--- src/rtl/controlador_rolhas.sv ---
// controlador_rolhas
// Sequencing controller for the cork-capping station. Owns the hopper's
// 7-bit parallel-load down counter: loads it with CAPACIDADE, clocks one
// decrement per confirmed cork, and watches Q to request refills and to
// light the low-stock lamp.
//
// Ports:
//   i_clk             system clock, rising edge
//   i_rst             asynchronous reset, active-high
//   i_q               current count read back from the down counter
//   i_garrafa         bottle-in-position sensor (async, level)
//   i_sensor_rolha    cork-passed sensor (async, pulse >= 1 clock)
//   i_reposicao_ok    operator acknowledge, hopper refilled (async, level)
//   o_p               counter parallel-load value, constant CAPACIDADE
//   o_pload           counter load strobe, active-low
//   o_conta           counter clock, counter decrements on its rising edge
//   o_valvula         dispense valve open
//   o_pede_reposicao  refill request
//   o_baixo_estoque   low-stock lamp, 0 < Q <= LIMIAR_BAIXO
//   o_falha           dispense fault
//
// Build option: define ALARME_TIMEOUT_EN to enable the dispense timeout.
// Without it the valve waits for the cork indefinitely and o_falha is 0.
//
// state          | meaning
// ---------------+------------------------------------------------------
// CARGA          | reload counter: one idle cycle, then PLoad low 2 cycles
// ESPERA_Q       | 2 settle cycles, then Q==0 -> refill, else wait bottle
// ESPERA_GARRAFA | wait for a bottle in position
// DISPENSA       | valve open until the cork is sensed
// CONTAGEM       | one-cycle CONTA pulse, decrements the counter
// ESPERA_SAIDA   | wait for the bottle to leave
// REPOSICAO      | refill request until the operator acknowledges
// FALHA_ST       | dispense timeout, left only by reset (optional build)

module controlador_rolhas #(
  parameter int CAPACIDADE   = 100,
  parameter int LIMIAR_BAIXO = 10,
  parameter int SYNC_STAGES  = 2,
  parameter int TIMEOUT      = 255
) (
  input  logic       i_clk,
  input  logic       i_rst,
  input  logic [6:0] i_q,
  input  logic       i_garrafa,
  input  logic       i_sensor_rolha,
  input  logic       i_reposicao_ok,
  output logic [6:0] o_p,
  output logic       o_pload,
  output logic       o_conta,
  output logic       o_valvula,
  output logic       o_pede_reposicao,
  output logic       o_baixo_estoque,
  output logic       o_falha
);

  localparam logic [6:0] CAP = 7'(CAPACIDADE);
  localparam logic [6:0] LIM = 7'(LIMIAR_BAIXO);

  typedef enum logic [2:0] {
    CARGA,
    ESPERA_Q,
    ESPERA_GARRAFA,
    DISPENSA,
    CONTAGEM,
    ESPERA_SAIDA,
    REPOSICAO,
    FALHA_ST
  } state_t;

  state_t     r_state, w_next;
  logic [1:0] r_tmr, w_tmr_nx;
  logic       r_pload, r_conta, r_valvula, r_pede, r_baixo;
  logic       w_pload_nx, w_conta_nx, w_valvula_nx, w_pede_nx;

  // bit 0 garrafa, bit 1 sensor_rolha, bit 2 reposicao_ok
  logic [2:0] r_sync [SYNC_STAGES];
  logic [2:0] w_sync;
  logic       w_garrafa_s, w_sensor_s, w_ok_s;
  logic       r_sensor_d, w_sensor_ev;

  always_ff @(posedge i_clk or posedge i_rst) begin
    if (i_rst) begin
      for (int k = 0; k < SYNC_STAGES; k++) r_sync[k] <= 3'b000;
      r_sensor_d <= 1'b0;
    end else begin
      r_sync[0] <= {i_reposicao_ok, i_sensor_rolha, i_garrafa};
      for (int k = 1; k < SYNC_STAGES; k++) r_sync[k] <= r_sync[k-1];
      r_sensor_d <= w_sensor_s;
    end
  end

  assign w_sync      = r_sync[SYNC_STAGES-1];
  assign w_garrafa_s = w_sync[0];
  assign w_sensor_s  = w_sync[1];
  assign w_ok_s      = w_sync[2];
  assign w_sensor_ev = w_sensor_s & ~r_sensor_d;

`ifdef ALARME_TIMEOUT_EN
  localparam int TW = $clog2(TIMEOUT + 1);
  logic [TW-1:0] r_tmo, w_tmo_nx;
  logic          r_falha, w_falha_nx;
`endif

  always_ff @(posedge i_clk or posedge i_rst) begin
    if (i_rst) begin
      r_state   <= CARGA;
      r_tmr     <= 2'd2;
      r_pload   <= 1'b1;
      r_conta   <= 1'b0;
      r_valvula <= 1'b0;
      r_pede    <= 1'b0;
      r_baixo   <= 1'b0;
`ifdef ALARME_TIMEOUT_EN
      r_tmo     <= '0;
      r_falha   <= 1'b0;
`endif
    end else begin
      r_state   <= w_next;
      r_tmr     <= w_tmr_nx;
      r_pload   <= w_pload_nx;
      r_conta   <= w_conta_nx;
      r_valvula <= w_valvula_nx;
      r_pede    <= w_pede_nx;
      // Q is meaningless while it is being reloaded
      r_baixo   <= (r_state != CARGA) && (i_q != 7'd0) && (i_q <= LIM);
`ifdef ALARME_TIMEOUT_EN
      r_tmo     <= w_tmo_nx;
      r_falha   <= w_falha_nx;
`endif
    end
  end

  // Outputs are registered from the next-state decision, so each output
  // flop reflects the state that is being entered.
  always_comb begin
    w_next       = r_state;
    w_tmr_nx     = r_tmr;
    w_pload_nx   = 1'b1;
    w_conta_nx   = 1'b0;
    w_valvula_nx = 1'b0;
    w_pede_nx    = 1'b0;
`ifdef ALARME_TIMEOUT_EN
    w_tmo_nx     = r_tmo;
    w_falha_nx   = 1'b0;
`endif
    case (r_state)
      CARGA: begin
        if (r_tmr != 2'd0) begin
          w_pload_nx = 1'b0;
          w_tmr_nx   = r_tmr - 2'd1;
        end else begin
          w_next   = ESPERA_Q;
          w_tmr_nx = 2'd2;
        end
      end
      ESPERA_Q: begin
        if (r_tmr != 2'd0) begin
          w_tmr_nx = r_tmr - 2'd1;
        end else if (i_q == 7'd0) begin
          w_next    = REPOSICAO;
          w_pede_nx = 1'b1;
        end else begin
          w_next = ESPERA_GARRAFA;
        end
      end
      ESPERA_GARRAFA: begin
        if (w_garrafa_s) begin
          w_next       = DISPENSA;
          w_valvula_nx = 1'b1;
`ifdef ALARME_TIMEOUT_EN
          w_tmo_nx     = TW'(TIMEOUT);
`endif
        end
      end
      DISPENSA: begin
        // bottle leaving is ignored here: the cork in flight must be counted
        if (w_sensor_ev) begin
          w_next     = CONTAGEM;
          w_conta_nx = 1'b1;
`ifdef ALARME_TIMEOUT_EN
        end else if (r_tmo <= TW'(1)) begin
          w_next     = FALHA_ST;
          w_falha_nx = 1'b1;
`endif
        end else begin
          w_valvula_nx = 1'b1;
`ifdef ALARME_TIMEOUT_EN
          w_tmo_nx     = r_tmo - TW'(1);
`endif
        end
      end
      CONTAGEM: begin
        w_next = ESPERA_SAIDA;
      end
      ESPERA_SAIDA: begin
        if (!w_garrafa_s) begin
          w_next   = ESPERA_Q;
          w_tmr_nx = 2'd2;
        end
      end
      REPOSICAO: begin
        if (w_ok_s) begin
          w_next   = CARGA;
          w_tmr_nx = 2'd2;
        end else begin
          w_pede_nx = 1'b1;
        end
      end
`ifdef ALARME_TIMEOUT_EN
      FALHA_ST: begin
        w_falha_nx = 1'b1;
      end
`endif
      default: begin
        w_next   = CARGA;
        w_tmr_nx = 2'd2;
      end
    endcase
  end

  assign o_p              = CAP;
  assign o_pload          = r_pload;
  assign o_conta          = r_conta;
  assign o_valvula        = r_valvula;
  assign o_pede_reposicao = r_pede;
  assign o_baixo_estoque  = r_baixo;
`ifdef ALARME_TIMEOUT_EN
  assign o_falha          = r_falha;
`else
  assign o_falha          = 1'b0;
`endif

endmodule

--- config.mk ---
export PLATFORM = sky130hd
export DESIGN_NAME = controlador_rolhas
export DESIGN_NICKNAME = d
export VERILOG_FILES = /design/src/rtl/controlador_rolhas.sv
export SDC_FILE = /design/constraint.sdc
export NUM_CORES = 1
export LEC_CHECK = 0
export ABC_AREA = 1
export BUFFER_PORTS_ARGS = -buffer_cell sky130_fd_sc_hd__buf_4
export CAP_MARGIN = 20
export CORE_UTILIZATION = 51
export CTS_CLUSTER_DIAMETER = 80
export DETAILED_ROUTE_END_ITERATION = 10
export PLACE_DENSITY_LB_ADDON = 0.1
export SLEW_MARGIN = 15
export SYNTH_ARGS = -nofsm -noshare
export SYNTH_HDL_FRONTEND = slang
export SYNTH_SLANG_ARGS = --single-unit
--- constraint.sdc ---
create_clock -name i_clk -period 1.95 [get_ports i_clk]
set_clock_uncertainty 0.05 [all_clocks]
set_input_delay 0.2925 -clock i_clk [delete_from_list [all_inputs] [get_ports i_clk]]
set_output_delay 0.2925 -clock i_clk [all_outputs]
set_load 0.01 [all_outputs]
After elaboration in Yosys (flattened, before gate mapping)
Index checks and enable logic that the tools add are counted.
{ "word_totals": {"regBits": 17, "inputBits": 12, "out_inout_bits": 13, "word_cells": 62} }
{ "op_classes": {"addsub": 1, "magnitude_cmp": 1, "eq_ne": 13, "mux": 24, "n_bitwise": 3, "reduce_logical": 10} }
{ "ops": {"columns": ["operator", "n"], "rows": [
  ["two-way mux 3 bit", 7],
  ["case mux 3 bit (7 select lines)", 1],
  ["inequality test 2 bit (second input constant)", 7],
  ["case mux 2 bit (5 select lines)", 1],
  ["== test 3 bit (second input constant)", 3],
  ["two-way mux 1 bit", 9],
  ["two-way mux 2 bit", 4],
  ["less-or-equal comparator 7 x 4 -> 1 bit (second input constant)", 1],
  ["logical NOT 7 bit", 1],
  ["nonzero test 7 bit", 1],
  ["== test 3 x 2 -> 1 bit (second input constant)", 2],
  ["AND reduction 6 bit", 1],
  ["case mux 1 bit (2 select lines)", 2],
  ["AND reduction 4 bit", 1],
  ["== test 3 x 1 -> 1 bit (second input constant)", 1],
  ["logical NOT 3 bit", 1],
  ["nonzero test 3 bit", 1],
  ["OR reduction 3 bit", 1],
  ["logical AND 1 bit", 2],
  ["NOT 1 bit", 2],
  ["nonzero test 2 bit", 1],
  ["subtractor 2 x 1 -> 2 bit (second input constant)", 1],
  ["bitwise AND 1 bit", 1]
]} }

Logic depth before layout (Yosys ltp)
{ "depth": {"ltp_word": 4, "mapped_depth": 9, "ltp_nobuf": 9} }

Worst setup path after synthesis
No wires, ideal clock.
{ "synth_timing": {"path_type": "register -> register", "start": "reg r_tmr[1]", "end": "reg r_state[2]", "setup_ns": 0.118, "arrival_time_ns": 1.209, "required_ns": 1.782, "setup_slack_ns": 0.572, "path_stages_with_launch": 9, "path_buffers": 0, "period_less_slack_ns": 1.378, "path_cell_list": "dfstp_2 -> inv_1 -> ha_1 -> inv_1 -> nand3_1 -> nand2_2 -> nor2_4 -> nand3_1 -> nand2_1"} }
{ "synth_via": {"elab_chain_cells": 3, "elab_cells_between_ends": 4, "classes_between": "eq/ne (2); reduce/logical (2)"} }
{ "synth_rtl": {"columns": ["element", "line_no", "rtl"], "rows": [
  ["start: declaration", "72", "logic [1:0] r_tmr, w_tmr_nx;"],
  ["start signal: assignment", "120", "r_tmr <= w_tmr_nx;"],
  ["nonzero test 2 bit (*)", "149, 158", null],
  ["inequality test 2 bit (no source line)", null, null],
  ["AND reduction 6 bit (no source line) (*)", null, null],
  ["end signal: assignment", "119", "r_state <= w_next;"],
  ["end: declaration", "71", "state_t r_state, w_next;"]
]} }
Mark *: on every way between the ends. The rest lies on a longest branch, timed or not.
A chain may end at the register's enable or synchronous reset.

Worst setup path after layout
Same ends and word-level chain as after synthesis.

==> results.sh <==
export IMPL_status="finished clean"
export IMPL_die_w_um=45.6
export IMPL_ys_types=24
export IMPL_syn_avg_cell_area_um2=8.59
export IMPL_start_kind="flip-flop"
export IMPL_p_seq_share_pct=38.7
export IMPL_postCtsHoldBufs=0
export IMPL_clock_sinks=17
export IMPL_path_clk_slew_ns=0.10
export IMPL_cp_required_ns=2.09
export IMPL_cap_viol_max_count=0
export IMPL_antenna_cells=0
export IMPL_worst_slew_pin_slew_ns=0.596
export IMPL_slew_viol_final=0
export IMPL_htreeDepth=1
export IMPL_period_minus_slack_ns=1.50
export IMPL_n_fill_cell=167
export IMPL_insertion_delay_ns=0.29
export IMPL_period_share_pct=76.9
export IMPL_multi_input_area_um2=400
export IMPL_hp_class="in2async"
export IMPL_ys_warn_count=0
export IMPL_start_util_pct=55.0
export IMPL_seqCellArea_um2=428
export IMPL_path_max_fanout=4
export IMPL_ys_ff_latch=17
export IMPL_synth_area_um2=971
export IMPL_seq_area_frac_synth_pct=44.1
export IMPL_cts_repair_resized=0
export IMPL_via_per_inst=4.50
export IMPL_placed_cell_area_um2=1050
export IMPL_fin_nets=143
export IMPL_pwr_share_clk_pct=12.5
export IMPL_arrival_ns=1.64
export IMPL_relSlewSlack_pct=60.2
export IMPL_worstSetupPathType="reg2reg"
export IMPL_synth_cells=113
export IMPL_die_area_um2=2080
export IMPL_final_cells=153
export IMPL_fin_tns_setup_ns=0
export IMPL_dr_pass1_iters=4
export IMPL_ff2ff_setup_slack_ns=0.45
export IMPL_grt_use_total_pct=16.9
export IMPL_stdcell_area_um2=1080
export IMPL_first_iter_violations=11
export IMPL_path_cells="inv_1 > ha_1 > inv_1 > nand3_1 > nand2_2 > nor2_4 > nand3_1 > nand2_1"
export IMPL_grt_pass1_wl_um=2490
export IMPL_cts_inserted_buffers=3
export IMPL_wl_um=1510
export IMPL_num_rows=15
export IMPL_final_antenna_net_count=0
export IMPL_cts_tree="done"
export IMPL_setup_viol=0
export IMPL_grt_overflow=0
export IMPL_place_gp_congestion=0.768
export IMPL_worstSetupEndpointType="flip-flop"
export IMPL_grt_pass1_vias=625
export IMPL_ioPinCount=25
export IMPL_vias=688
export IMPL_power_density_nw_per_um2=1410
export IMPL_hold_viol_final=0
export IMPL_antenna_found_initial=0
export IMPL_p_comb_share_pct=48.8
export IMPL_post_cts_buffers=0
export IMPL_ir_worst_vdd_mv=0.939
export IMPL_area_delta_synth_final_pct=11.1
export IMPL_critPathMaxStageDelay_ns=0.56
export IMPL_slowest_stage="dfstp_2"
export IMPL_drc=0
export IMPL_clockBufferDepth=2
export IMPL_p_leak_uw=0.000605
export IMPL_p_sw_uw=697
export IMPL_grt_max_degree=18
export IMPL_rsz0062_at_grt="no"
export IMPL_dpl_hpwl_um=1140
export IMPL_fmax_mhz=667
export IMPL_layout_drive_gt1_share_pct=29.7
export IMPL_coreArea_um2=1760
export IMPL_wl_per_cell_um=9.90
export IMPL_dieHeight_um=45.6
export IMPL_portBuffers=16
export IMPL_swShare_pct=45.7
export IMPL_root_buffer="clkbuf_4"
export IMPL_dp_cells=149
export IMPL_cellInternalPower_uw=828
[synth_stat cells]
library cell,instances,area (um^2)
buf_4,8,60.1
nand4_1,1,6.26
nor2_1,5,18.8
a211oi_1,1,7.51
nand2_1,27,101
nand3_4,1,17.5
conb_1,2,7.51
nand2_4,2,22.5
nor2_4,3,33.8
nand3_1,11,55.1
inv_1,16,60.1
nor2_2,2,12.5
o21ai_2,1,8.76
nand2_2,3,18.8
dfrtp_1,15,375
o21bai_1,1,7.51
ha_1,2,25.0
o21ai_0,1,5.00
inv_2,3,11.3
dfstp_2,2,52.6
o21ai_1,1,5.00
buf_6,3,33.8
nor2_8,1,20.0
a21oi_1,1,5.00
[power groups by stage]
stage	registers [uW]	logic (uW)	clock network (uW)
finish	590	745	190
global route	600	848	206
CTS	588	751	193
detailed placement	596	740	0
global placement	594	734	0
floorplan	500	759	0
[cells in the final DEF (no fill, tap or decap), types with 2 or more instances in the layout]
cell,instances
nand2_2,3
conb_1,8
clkbuf_4,3
buf_4,16
inv_1,16
dfrtp_1,15
nor2_4,3
nand2_1,27
inv_2,3
nand3_1,11
nand2_4,2
nor2_1,5
dfstp_2,2
nor2_2,2
ha_1,2
[routing by layer]
layer / track usage [%] / wire length [um] / vias up
li1: - / - / 358
met1: 20.6 / 690 / 314
met2: 28.3 / 749 / 12
met3: 2.38 / 45 / 4
met4: 9.70 / 29 / 0
met5: 0 / 0 / -
[stage by stage]
step | utilization (%) | hold slack (ns) | setup slack [ns] | total power [uW]
2_1_floorplan | - | 0.167 | 0.572 | 1260
3_3_place_gp | 59.6 | 0.284 | 0.475 | 1330
3_5_place_dp | 59.6 | 0.287 | 0.452 | 1340
4_1_cts | 61.1 | 0.0378 | 0.442 | 1530
5_1_grt | 61.1 | 0.0369 | 0.357 | 1650
6_report | 61.1 | 0.00770 | 0.450 | 1520
[kinds of logic after synthesis]
group           Yosys count  synth area share [%]
other cells               2                 0.773
buf+inv                  30                  17.0
simple gates             56                  31.6
fa+ha+maj                 2                  2.58
flops                    17                  44.1
compound gates            6                  3.99
[worst max-delay path, delay by kind of cell, from the launching register on]
kind,cells,cell delay (ns)
flip-flops,1,0.56
AND/OR/NAND/NOR,5,0.42
buffers and inverters,2,0.20
adder cells (fa/ha/maj),1,0.16
[sequential cells by signal, indices dropped and copies added (netlist names)]
name              cells
o_pload               1
o_pede_reposicao      1
r_sync                3
w_sync                3
o_conta               1
r_sensor_d            1
r_tmr                 2
o_baixo_estoque       1
o_valvula             1
r_state               3
[layout make-up]
type                            instances  area share (%)
Sequential cell                        17            39.7
Multi-Input combinational cell         72            37.1
Timing Repair Buffer                   16            11.1
Inverter                               19            6.61
Tap cell                               25            2.90
Clock buffer                            3            2.09
Clock inverter                          1           0.464
[final timing paths]
check | cells after the start | to | from
worst max-delay path | 8 | r_state[2] | r_tmr[1]
worst min-delay path | 2 | w_sync[2] | i_rst
worst max register to register | 8 | r_state[2] | r_tmr[1]
worst min register to register | 0 | w_sync[0] | r_sync[3]
max in group asynchronous | 2 | o_conta | i_rst
min in group i_clk | 1 | r_sync[3] | i_garrafa
Note: power is estimated with default switching activity, not from simulation.
